==> src/rtl/sg_pkg.sv <==
// rtl/sg_pkg.sv - shared types and constants for the scatter-gather read controller
package sg_pkg;

    localparam int ADDR_W         = 32;
    localparam int DEF_ELEM_SHIFT = 2;
    localparam int IDX_BYTES      = 4;

    typedef enum logic [2:0] {
        IDLE,
        IDX_REQ,
        IDX_WAIT,
        DAT_REQ,
        DAT_WAIT,
        EMIT
    } sg_state_t;

endpackage

==> src/rtl/sg_addr_calc.sv <==
// rtl/sg_addr_calc.sv - element byte address from array base and element index
module sg_addr_calc
    import sg_pkg::*;
#(
    parameter int ELEM_SHIFT = DEF_ELEM_SHIFT
) (
    input  logic [ADDR_W-1:0] base,
    input  logic [31:0]       index,
    output logic [ADDR_W-1:0] addr
);

    // Shifted-out index bits and the carry out of the add are dropped on purpose.
    assign addr = base + (index << ELEM_SHIFT);

endmodule

==> src/rtl/sg_gather_ctrl.sv <==
// rtl/sg_gather_ctrl.sv - index-driven gather controller; SG_BOUNDS_CHECK_EN enables index bounds checking
module sg_gather_ctrl
    import sg_pkg::*;
#(
    parameter int ELEM_SHIFT = DEF_ELEM_SHIFT,
    parameter int CNT_W      = 16
) (
    input  logic              clk,
    input  logic              rst_n,
    input  logic              start,
    input  logic [ADDR_W-1:0] base_addr,
    input  logic [ADDR_W-1:0] idx_addr,
    input  logic [CNT_W-1:0]  count,
    input  logic [31:0]       idx_limit,
    output logic              busy,
    output logic              done,
    output logic              err,
    output logic              mem_req,
    output logic [ADDR_W-1:0] mem_addr,
    input  logic              mem_gnt,
    input  logic              mem_rvalid,
    input  logic [31:0]       mem_rdata,
    output logic              out_valid,
    output logic [31:0]       out_data,
    output logic              out_last,
    input  logic              out_ready
);

    sg_state_t         state, state_nxt;
    logic [ADDR_W-1:0] base_q, idx_ptr, dat_addr;
    logic [CNT_W-1:0]  remaining;
    logic [31:0]       index_q, data_q;
    logic              done_q, done_nxt, err_q, idx_oob, last_elem;

    sg_addr_calc #(.ELEM_SHIFT(ELEM_SHIFT)) u_addr_calc (
        .base  (base_q),
        .index (index_q),
        .addr  (dat_addr)
    );

`ifdef SG_BOUNDS_CHECK_EN
    assign idx_oob = (mem_rdata >= idx_limit);
    assign err     = err_q;
`else
    logic unused_cfg;
    assign idx_oob    = 1'b0;
    assign err        = 1'b0;
    assign unused_cfg = ^{idx_limit, err_q};
`endif

    assign last_elem = (remaining == CNT_W'(1));
    assign busy      = (state != IDLE);
    assign done      = done_q;
    assign out_data  = data_q;

    always_comb begin
        state_nxt = state;
        done_nxt  = 1'b0;
        mem_req   = 1'b0;
        mem_addr  = '0;
        out_valid = 1'b0;
        out_last  = 1'b0;
        case (state)
            IDLE: begin
                if (start) begin
                    if (count == '0) done_nxt  = 1'b1;
                    else             state_nxt = IDX_REQ;
                end
            end
            IDX_REQ: begin
                mem_req  = 1'b1;
                mem_addr = idx_ptr;
                if (mem_gnt) state_nxt = IDX_WAIT;
            end
            IDX_WAIT: begin
                if (mem_rvalid) begin
                    // An out-of-range index consumes its element without touching the data array.
                    if (!idx_oob)       state_nxt = DAT_REQ;
                    else if (last_elem) begin
                        state_nxt = IDLE;
                        done_nxt  = 1'b1;
                    end else            state_nxt = IDX_REQ;
                end
            end
            DAT_REQ: begin
                mem_req  = 1'b1;
                mem_addr = dat_addr;
                if (mem_gnt) state_nxt = DAT_WAIT;
            end
            DAT_WAIT: begin
                if (mem_rvalid) state_nxt = EMIT;
            end
            EMIT: begin
                out_valid = 1'b1;
                out_last  = last_elem;
                if (out_ready) begin
                    if (last_elem) begin
                        state_nxt = IDLE;
                        done_nxt  = 1'b1;
                    end else begin
                        state_nxt = IDX_REQ;
                    end
                end
            end
            default: state_nxt = IDLE;
        endcase
    end

    always_ff @(posedge clk or negedge rst_n) begin
        if (!rst_n) begin
            state     <= IDLE;
            base_q    <= '0;
            idx_ptr   <= '0;
            remaining <= '0;
            index_q   <= '0;
            data_q    <= '0;
            done_q    <= 1'b0;
            err_q     <= 1'b0;
        end else begin
            state  <= state_nxt;
            done_q <= done_nxt;
            if (state == IDLE && start) begin
                base_q    <= base_addr;
                idx_ptr   <= idx_addr;
                remaining <= count;
                err_q     <= 1'b0;
            end
            if (state == IDX_REQ && mem_gnt)
                idx_ptr <= idx_ptr + ADDR_W'(IDX_BYTES);
            if (state == IDX_WAIT && mem_rvalid) begin
                index_q <= mem_rdata;
                if (idx_oob) begin
                    remaining <= remaining - CNT_W'(1);
                    err_q     <= 1'b1;
                end
            end
            if (state == DAT_WAIT && mem_rvalid)
                data_q <= mem_rdata;
            if (state == EMIT && out_ready)
                remaining <= remaining - CNT_W'(1);
        end
    end

endmodule
==> config.mk <==
export PLATFORM = sky130hd
export DESIGN_NAME = sg_gather_ctrl
export DESIGN_NICKNAME = d
export VERILOG_FILES = /design/src/rtl/sg_pkg.sv /design/src/rtl/sg_addr_calc.sv /design/src/rtl/sg_gather_ctrl.sv
export SDC_FILE = /design/constraint.sdc
export NUM_CORES = 1
export LEC_CHECK = 0
export CORE_MARGIN = 2
export CORE_UTILIZATION = 50
export DETAILED_ROUTE_END_ITERATION = 7
export PLACE_DENSITY = 0.81
export SLEW_MARGIN = 20
export SYNTH_ARGS = -nofsm -noshare
export SYNTH_HDL_FRONTEND = slang
export SYNTH_HIERARCHICAL = 1
export SYNTH_SLANG_ARGS = --single-unit
==> constraint.sdc <==
create_clock -name clk -period 3.91 [get_ports clk]
set_input_delay 0.5865 -clock clk [delete_from_list [all_inputs] [get_ports clk]]
set_output_delay 0.5865 -clock clk [all_outputs]
set_load 0.01 [all_outputs]
Yosys cells after proc, flatten, opt, wreduce, memory -nomap -nowiden
Cells that the tools add are included.
W data, S select, Z words.
{"block": "word_totals", "ff_bits": 146, "inputBits": 150}
{"block": "classes", "n_addsub": 3, "n_eq_ne": 13, "mux": 22, "reduce_logical": 12}
{"op": "$mux W32", "count": 2}
{"op": "$pmux W32 S2", "count": 1}
{"op": "$add A32 B3 Y32 const B", "count": 1}
{"op": "$add A32 B32 Y32", "count": 1}
{"op": "$mux W16", "count": 2}
{"op": "$mux W3", "count": 7}
{"op": "$pmux W3 S6", "count": 1}
{"op": "$eq A16 B1 Y1 const B", "count": 1}
{"op": "$logic_not A16 Y1", "count": 1}
{"op": "$sub A16 B1 Y16 const B", "count": 1}
{"op": "$ne A2 B2 Y1 const B", "count": 7}
{"op": "$mux W1", "count": 8}
{"op": "$reduce_and A7 Y1", "count": 1}
{"op": "$eq A3 B2 Y1 const B", "count": 2}
{"op": "$eq A3 B3 Y1 const B", "count": 2}
{"op": "$logic_and A1 B1 Y1", "count": 5}
{"op": "$reduce_bool A2 Y1", "count": 2}
{"op": "$eq A3 B1 Y1 const B", "count": 1}
{"op": "$logic_not A3 Y1", "count": 1}
{"op": "$reduce_bool A3 Y1", "count": 1}
{"op": "$pmux W1 S2", "count": 1}
{"op": "$reduce_or A2 Y1", "count": 1}

Longest topological paths before layout
Gate-level depths: netlist (run 1).
{"block": "logic_depth", "ltp_word": 4, "mapped_depth": 12, "depth_no_buf": 12}

Hierarchy
The synthesis (run 1) kept the hierarchy.
{"module": "sg_gather_ctrl", "instances": 1, "cells_each": 714, "area_each_um2": 7250.7}
{"module": "sg_addr_calc", "instances": 1, "cells_each": 237, "area_each_um2": 1764.2}

Worst setup path after synthesis (run 1)
No wires, ideal clock.
{"block": "synth_path", "kind": "register -> output", "startpoint": "register base_q[2]", "endpoint": "output mem_addr[28]", "t_arrival_ns": 2.417, "required_ns": 3.323, "setup_slack_ns": 0.907, "stages_incl_launch_ff": 13, "cell_sequence": "dfrtp_1 -> ha_1 -> inv_1 -> fa_1 -> nor2b_1 -> o2111ai_1 -> and3_4 -> o311ai_4 -> a31oi_1 -> o21ai_1 -> xor2_1 -> mux2i_1 -> nor2_1"}
{"block": "synth_via", "elab_chain_len": 2}
{"element": "start: declaration", "line_no": "sg_gather_ctrl.sv:30", "text": "logic [ADDR_W-1:0] base_q, idx_ptr, dat_addr;"}
{"element": "start signal: assignment", "line_no": "sg_gather_ctrl.sv:123", "text": "base_q <= base_addr;"}
{"element": "$add A32 B32 Y32", "line_no": "sg_addr_calc.sv:13", "text": "assign addr = base + (index << ELEM_SHIFT);"}
{"element": "via dat_addr[28]", "line_no": "sg_gather_ctrl.sv:30"}
{"element": "$pmux W32 S2", "line_no": "sg_gather_ctrl.sv:63", "text": "case (state)"}
{"element": "end: declaration", "line_no": "sg_gather_ctrl.sv:19", "text": "output logic [ADDR_W-1:0] mem_addr,"}
The timed path passes the listed nets, and every way through them passes these cells.

Worst setup path after layout (run 1)
Same ends and word-level chain as after synthesis.

==> results of run 1 <==
-- state kept, by name (all words and copies together) (netlist names) --
register   count
base_q        32
state          3
remaining     16
idx_ptr       32
index_q       30
done           1
out_data      32
-- critical path, stage by stage, from the launching register on --
cell             delay (ns)
dfrtp_1                0.37
ha_2                   0.21
inv_2                  0.05
fa_2                   0.37
nor2b_2                0.15
o2111ai_2              0.17
and3_4                 0.24
o311ai_4               0.26
a31oi_2                0.19
o21ai_1                0.18
xor2_1                 0.16
mux2i_1                0.09
nor2_1                 0.14
clkdlybuf4s15_2        0.25
-- metrics by stage --
stage	TNS, ns	std cells	utilization
2_1_floorplan	0	947	-
3_3_place_gp	0	1309	0.626
3_5_place_dp	0	1309	0.626
4_1_cts	-0.171	1340	0.666
5_1_grt	-0.152	1344	0.673
6_report	0	1344	0.673
-- power by group --
group	internal, mW	leakage (nW)	switching [mW]
sequential	2.25	1.79	0.798
combinational	2.99	2.95	3.21
clock	1.07	0.298	0.639
-- final timing paths --
path                           endpoint       start  slack (ns)
setup / recovery           mem_addr[28]   base_q[2]        0.08
hold / removal               base_q[27]       rst_n        0.16
setup reg to reg            idx_ptr[18]    state[1]        1.52
hold reg to reg              base_q[28]  base_q[28]        0.48
max in group asynchronous    index_q[6]       rst_n        2.91
min in group clk             base_q[28]  base_q[28]        0.48
-- cells in the final DEF (no fill, tap or decap), drive strengths merged, types with 4 or more instances in the layout --
master / instances
a211oi: 4
a21o: 16
a21oi: 39
a22oi: 5
a311oi: 6
a31oi: 8
and2: 7
and3: 9
buf: 20
bufinv: 4
clkbuf: 21
clkdlybuf4s50: 173
clkinv: 6
dfrtp: 146
dlygate4sd2: 5
ha: 32
inv: 16
mux2: 63
mux2i: 32
nand2: 180
nand2b: 4
nand3: 46
nand4: 16
nor2: 72
nor2b: 5
nor3: 20
nor4: 8
o211ai: 18
o21ai: 33
o21bai: 4
o311ai: 12
or4: 5
xnor2: 19
xor2: 9
-- final cells by class --
type / count / area, µm²
repair buffers: 204 / 2000
multi-input cells: 724 / 5130
fillers: 1415 / 5690
inverters: 16 / 60.1
clock inverters: 10 / 161
well taps: 225 / 282
clock buffers: 19 / 443
flip-flops and latches: 146 / 3650
-- metal layers --
layer  part of all wire  track usage  vias to the layer above
met5                  0            0                        -
met4              0.018       0.0782                        0
met3              0.067       0.0611                       38
met2               0.48        0.425                      271
met1               0.44        0.350                     3781
li1                   -            -                     3715
-- timing repair --
action	4_1_cts	5_1_grt
buffers inserted	2	5
endpoints found under the hold margin	0	0
pin swaps	7	12
gates resized for setup	34	26
endpoints found under the setup margin	14	15
==> summary.txt, run 1 <==
Run status
  – Outcome: complete, no violations

STA
  – Final setup violation count: 0
  – Period Utilization, post-route: 0.979
  – Worst-margin pin slew: 0.887 ns
  – FMAX: 0.261 GHz
  – Worst clock skew: 0.00758 ns
  – Fin Hold WS: 0.160 ns
  – Tmin final: 3.83 ns
  – Final-report max-slew violation count: 0
  – Worst setup margin: 0.0833 ns
  – RSZ-0062 raised after global routing: true
  – Slew headroom: 0.406
  – Final hold violations: 0

Job
  – # Max-Cap Violations: 0

Final layout
  – Design Area, Final: 11700 µm²
  – # diodes: 0
  – # nets final: 1292
  – Layout cells sized above 1: 0.156
  – Syn-to-layout area delta: 31.1%

Detailed routing
  – Detailed-route DRC error count: 0
  – Vias per inst: 5.81
  – Final WL: 24.7 mm
  – Initial DRT Pass Iterations: 5
  – DRT antenna net count: 0
  – Vias: 7805
  – Initial DRC Count: 559
  – DR WL/cell: 18.4 µm

Setup path
  – Crit start category: register
  – Crit path max fanout: 3
  – Crit path kind: register to output port
  – CP Data Arrival Time: 3.24 ns
  – Data required time of the worst path: 3.32 ns
  – Worst Reg-to-Reg Cells: 4
  – CP endpoint kind: output port

Global routing
  – Largest net degree at the start of global routing: 81
  – First-pass GRT wire length: 38.7 mm
  – Number of global-route vias before repair: 7654
  – Initial antenna violation count: 0
  – GR Overflow Total: 0
  – GRT Util Overall: 0.262

Logic synthesis
  – YS warnings: 6
  – Syn Area/Cell: 9.44 µm²
  – Mapped Cells: 947
  – Post-Syn Area: 8940 µm²
  – Net Count, Synth: 1130

Placement
  – Place WS: 0.0809 ns
  – RD Place Congestion: 0.901
  – Dpl cell area: 10900 µm²
  – HPWL Detailed: 17.3 mm
  – Port-buffer cells: 186

Die
  – Core area: 17400 µm²
  – Die X: 138 µm
  – Die Span Y: 138 µm
  – I/O pin total: 220
  – Starting Density: 0.513
  – Row count: 48
  – Die area: 19000 µm²

CTS
  – Root Buffer Master: clkbuf_16
  – CTS Hold Bufs: 0
  – Clock sinks: 146
  – Later-pin clock latency in the skew report: 0.43 ns
  – CTS tree: built
  – CTS H-Tree Depth: 4
  – Bufs on Longest Clock Path: 2
  – CTS buffer count: 17
  – Worst-path clk slew: 0.06 ns

Power
  – Leakage Power: 5.04 nW
  – Pwr Total: 11.0 mW
  – Pwr dens: 935 nW/µm²
  – Max VDD drop: 0.000584 V

Min path
  – Worst hold path class: primary input to async pin
(Power assumes the default switching activity.)
==> run 2, diff against run 1 <==
--- a/config.mk
+++ b/config.mk
@@ -5,7 +5,7 @@
 export SDC_FILE = /design/constraint.sdc
 export NUM_CORES = 1
 export LEC_CHECK = 0
-export CORE_MARGIN = 2
+export CORE_MARGIN = 3
 export CORE_UTILIZATION = 50
 export DETAILED_ROUTE_END_ITERATION = 7
 export PLACE_DENSITY = 0.81
==> run 2 against run 1 <==
Against the previous run: the run now ends with negative setup slack left; critical path depth decreased by 1; cell area increased by 0.12%; largest power group unchanged; global-route usage decreased by 0.81 points; final cell count increased by 0.60%; sequential power decreased by 1%; critical path type unchanged.
==> summary.txt, run 2 (synthesis gave the netlist of run 1 again) <==
STA
  – RSZ-0062 raised after global routing: true (unchanged)
  – Slew headroom: 0.386 (was 0.406)
  – Worst setup margin: -0.00383 ns (was 0.0833 ns)
  – Final hold violations: 0 (unchanged)
  – Fin Hold WS: 0.238 ns (was 0.160 ns)
  – Final setup violation count: 1 (was 0)
  – Period Utilization, post-route: 1.00 (was 0.979)
  – Setup TNS: -0.00383 ns (was 0 ns)
  – Tmin final: 3.91 ns (was 3.83 ns)
  – Worst-margin pin slew: 0.917 ns (was 0.887 ns)
  – Final-report max-slew violation count: 0 (unchanged)
  – Worst clock skew: 0.00836 ns (was 0.00758 ns)
  – FMAX: 0.256 GHz (was 0.261 GHz)

CTS
  – CTS tree: built (unchanged)
  – CTS buffer count: 17 (unchanged)
  – CTS H-Tree Depth: 4 (unchanged)
  – Later-pin clock latency in the skew report: 0.43 ns (about the same)
  – Worst-path clk slew: 0.06 ns (about the same)
  – Bufs on Longest Clock Path: 2 (unchanged)
  – Clock sinks: 146 (unchanged)
  – Root Buffer Master: clkbuf_16 (unchanged)

Detailed routing
  – Initial DRT Pass Iterations: 5 (unchanged)
  – Final WL: 24.8 mm (was 24.7 mm)
  – DR WL/cell: 18.4 µm (about the same)
  – Detailed-route DRC error count: 0 (unchanged)
  – Initial DRC Count: 712 (was 559)
  – DRT antenna net count: 0 (unchanged)
  – Vias per inst: 5.79 (was 5.81)
  – Vias: 7830 (was 7805)

Final layout
  – # nets final: 1298 (was 1292)
  – Commonest non-fill, non-tap cell in the layout: nand2_1 (unchanged)
  – Non-Filler Instances: 1352 (was 1344)
  – # diodes: 0 (unchanged)
  – Syn-to-layout area delta: 31.3% (was 31.1%)
  – FILL cells: 1387 (was 1415)
  – Layout cells sized above 1: 0.159 (was 0.156)
  – Most frequent cells in the layout: 179 x nand2_1, 169 x clkdlybuf4s50_1, 145 x dfrtp_1 (was 179 x nand2_1, 173 x clkdlybuf4s50_1, 145 x dfrtp_1)
  – Core Util, Final: 0.674 (was 0.673)

Setup path
  – Crit path max fanout: 5 (was 3)
  – Crit start category: register (unchanged)
  – Crit path kind: register to output port (unchanged)
  – Data required time of the worst path: 3.32 ns (about the same)
  – CP endpoint kind: output port (unchanged)
  – CP startpoint: base_q[6] (was base_q[2])
  – CP Data Arrival Time: 3.33 ns (was 3.24 ns)
  – Critical path's slowest cell: or4_1 (was dfrtp_1)
  – Reg2reg start: state[0] (was state[1])
  – Top delay family on crit path: compound AO/OA/AOI/OAI gates (unchanged)
  – Max incr delay on CP: 0.42 ns (was 0.37 ns)
  – Buf+Inv Stages, Crit Path: 2 (unchanged)
  – Worst-path cell chain: ha_4, a21o_1, a31o_1, o21ai_4, a2111oi_4, buf_4, o21a_1, or4_1, o311ai_1, mux2i_1, nor2_1, dlygate4sd2_1 (was ha_2, inv_2, fa_2, nor2b_2, o2111ai_2, and3_4, o311ai_4, a31oi_2, o21ai_1, xor2_1, mux2i_1, nor2_1, clkdlybuf4s15_2)

Die
  – Die area: 19500 µm² (was 19000 µm²)
  – Core area: 17400 µm² (unchanged)
  – Starting Density: 0.513 (unchanged)
  – Die X: 140 µm (was 138 µm)
  – Row count: 48 (unchanged)
  – I/O pin total: 220 (unchanged)
  – Die Span Y: 140 µm (was 138 µm)

Min path
  – Worst hold path class: primary input to async pin (unchanged)

Power
  – Pwr Total: 11.0 mW (about the same)
  – Pwr dens: 936 nW/µm² (was 935 nW/µm²)
  – Max VDD drop: 0.000471 V (was 0.000584 V)
  – Leakage Power: 5.15 nW (was 5.04 nW)

Global routing
  – Initial antenna violation count: 0 (unchanged)
  – Number of global-route vias before repair: 7725 (was 7654)
  – First-pass GRT wire length: 40.3 mm (was 38.7 mm)
  – GR Overflow Total: 0 (unchanged)
  – GRT Util Overall: 0.254 (was 0.262)
  – Largest net degree at the start of global routing: 92 (was 81)

Placement
  – Dpl cells: 1311 (was 1309)
  – RD Place Congestion: 0.898 (was 0.901)
  – HPWL Detailed: 17.5 mm (was 17.3 mm)
  – Port-buffer cells: 186 (unchanged)

Run status
  – Outcome: finished, violations left (was complete, no violations)
  – Failing checks: negative setup slack

Job
  – # Max-Cap Violations: 0 (unchanged)
-- run 2: cell types whose count changed in the layout (fill, tap and decap cells not counted), moves of 3 or more --
cell and change:
dlymetal6s2s_1 +5, o21ai_1 -3, ha_4 -5, ha_2 +3, clkdlybuf4s50_1 -4, clkinvlp_4 +3, buf_4 +4, o21ai_2 +3
clkinv_4 -3, clkdlybuf4s15_2 -3
-- run 2: path summary, 6_finish.rpt --
check	endpoint	slack, ns	cells past startpoint
worst min register to register	base_q[1]	0.48	2
worst max register to register	idx_ptr[31]	1.56	6
worst min-delay path	out_data[25]	0.24	1
min in group clk	base_q[1]	0.48	2
max in group asynchronous	index_q[4]	2.87	2
worst max-delay path	mem_addr[27]	-0.004	12
-- run 2: routing by layer --
metal / wire, µm / up-vias / GRT usage / share of wire
met3: 1580 / 48 / 0.0605 / 0.064
met1: 11000 / 3771 / 0.344 / 0.44
met4: 688 / 0 / 0.0948 / 0.028
li1: - / 3729 / - / -
met2: 11500 / 282 / 0.397 / 0.46
met5: 0 / - / 0 / 0
-- run 2: final cells by class --
type,count,area (µm²),area share
Sequential cell,146,3650,0.311
Clock buffer,21,460,0.0392
Inverter,16,60.1,0.00512
Tap cell,225,282,0.0240
Clock inverter,10,158,0.0134
Timing Repair Buffer,210,2050,0.175
Multi-Input combinational cell,724,5070,0.432
-- run 2: stage by stage --
step,area (µm²),setup WS [ns]
2_1_floorplan,8940,0.907
3_5_place_dp,10900,0.0339
4_1_cts,11700,-0.00446
6_report,11700,-0.00383
3_3_place_gp,10900,0.118
5_1_grt,11700,-0.174
-- run 2: repair_timing --
action,4_1_cts,5_1_grt
pin swaps,12,13
gates cloned,0,0
setup endpoints to repair,15,10
buffers inserted,3,7
gates resized for setup,43,17
hold buffers,0,0
-- run 2: power breakdown --
part / internal [mW] / switching, mW / total [mW]
clock: 1.09 / 0.641 / 1.73
combinational: 2.96 / 3.28 / 6.24
sequential: 2.25 / 0.755 / 3.01
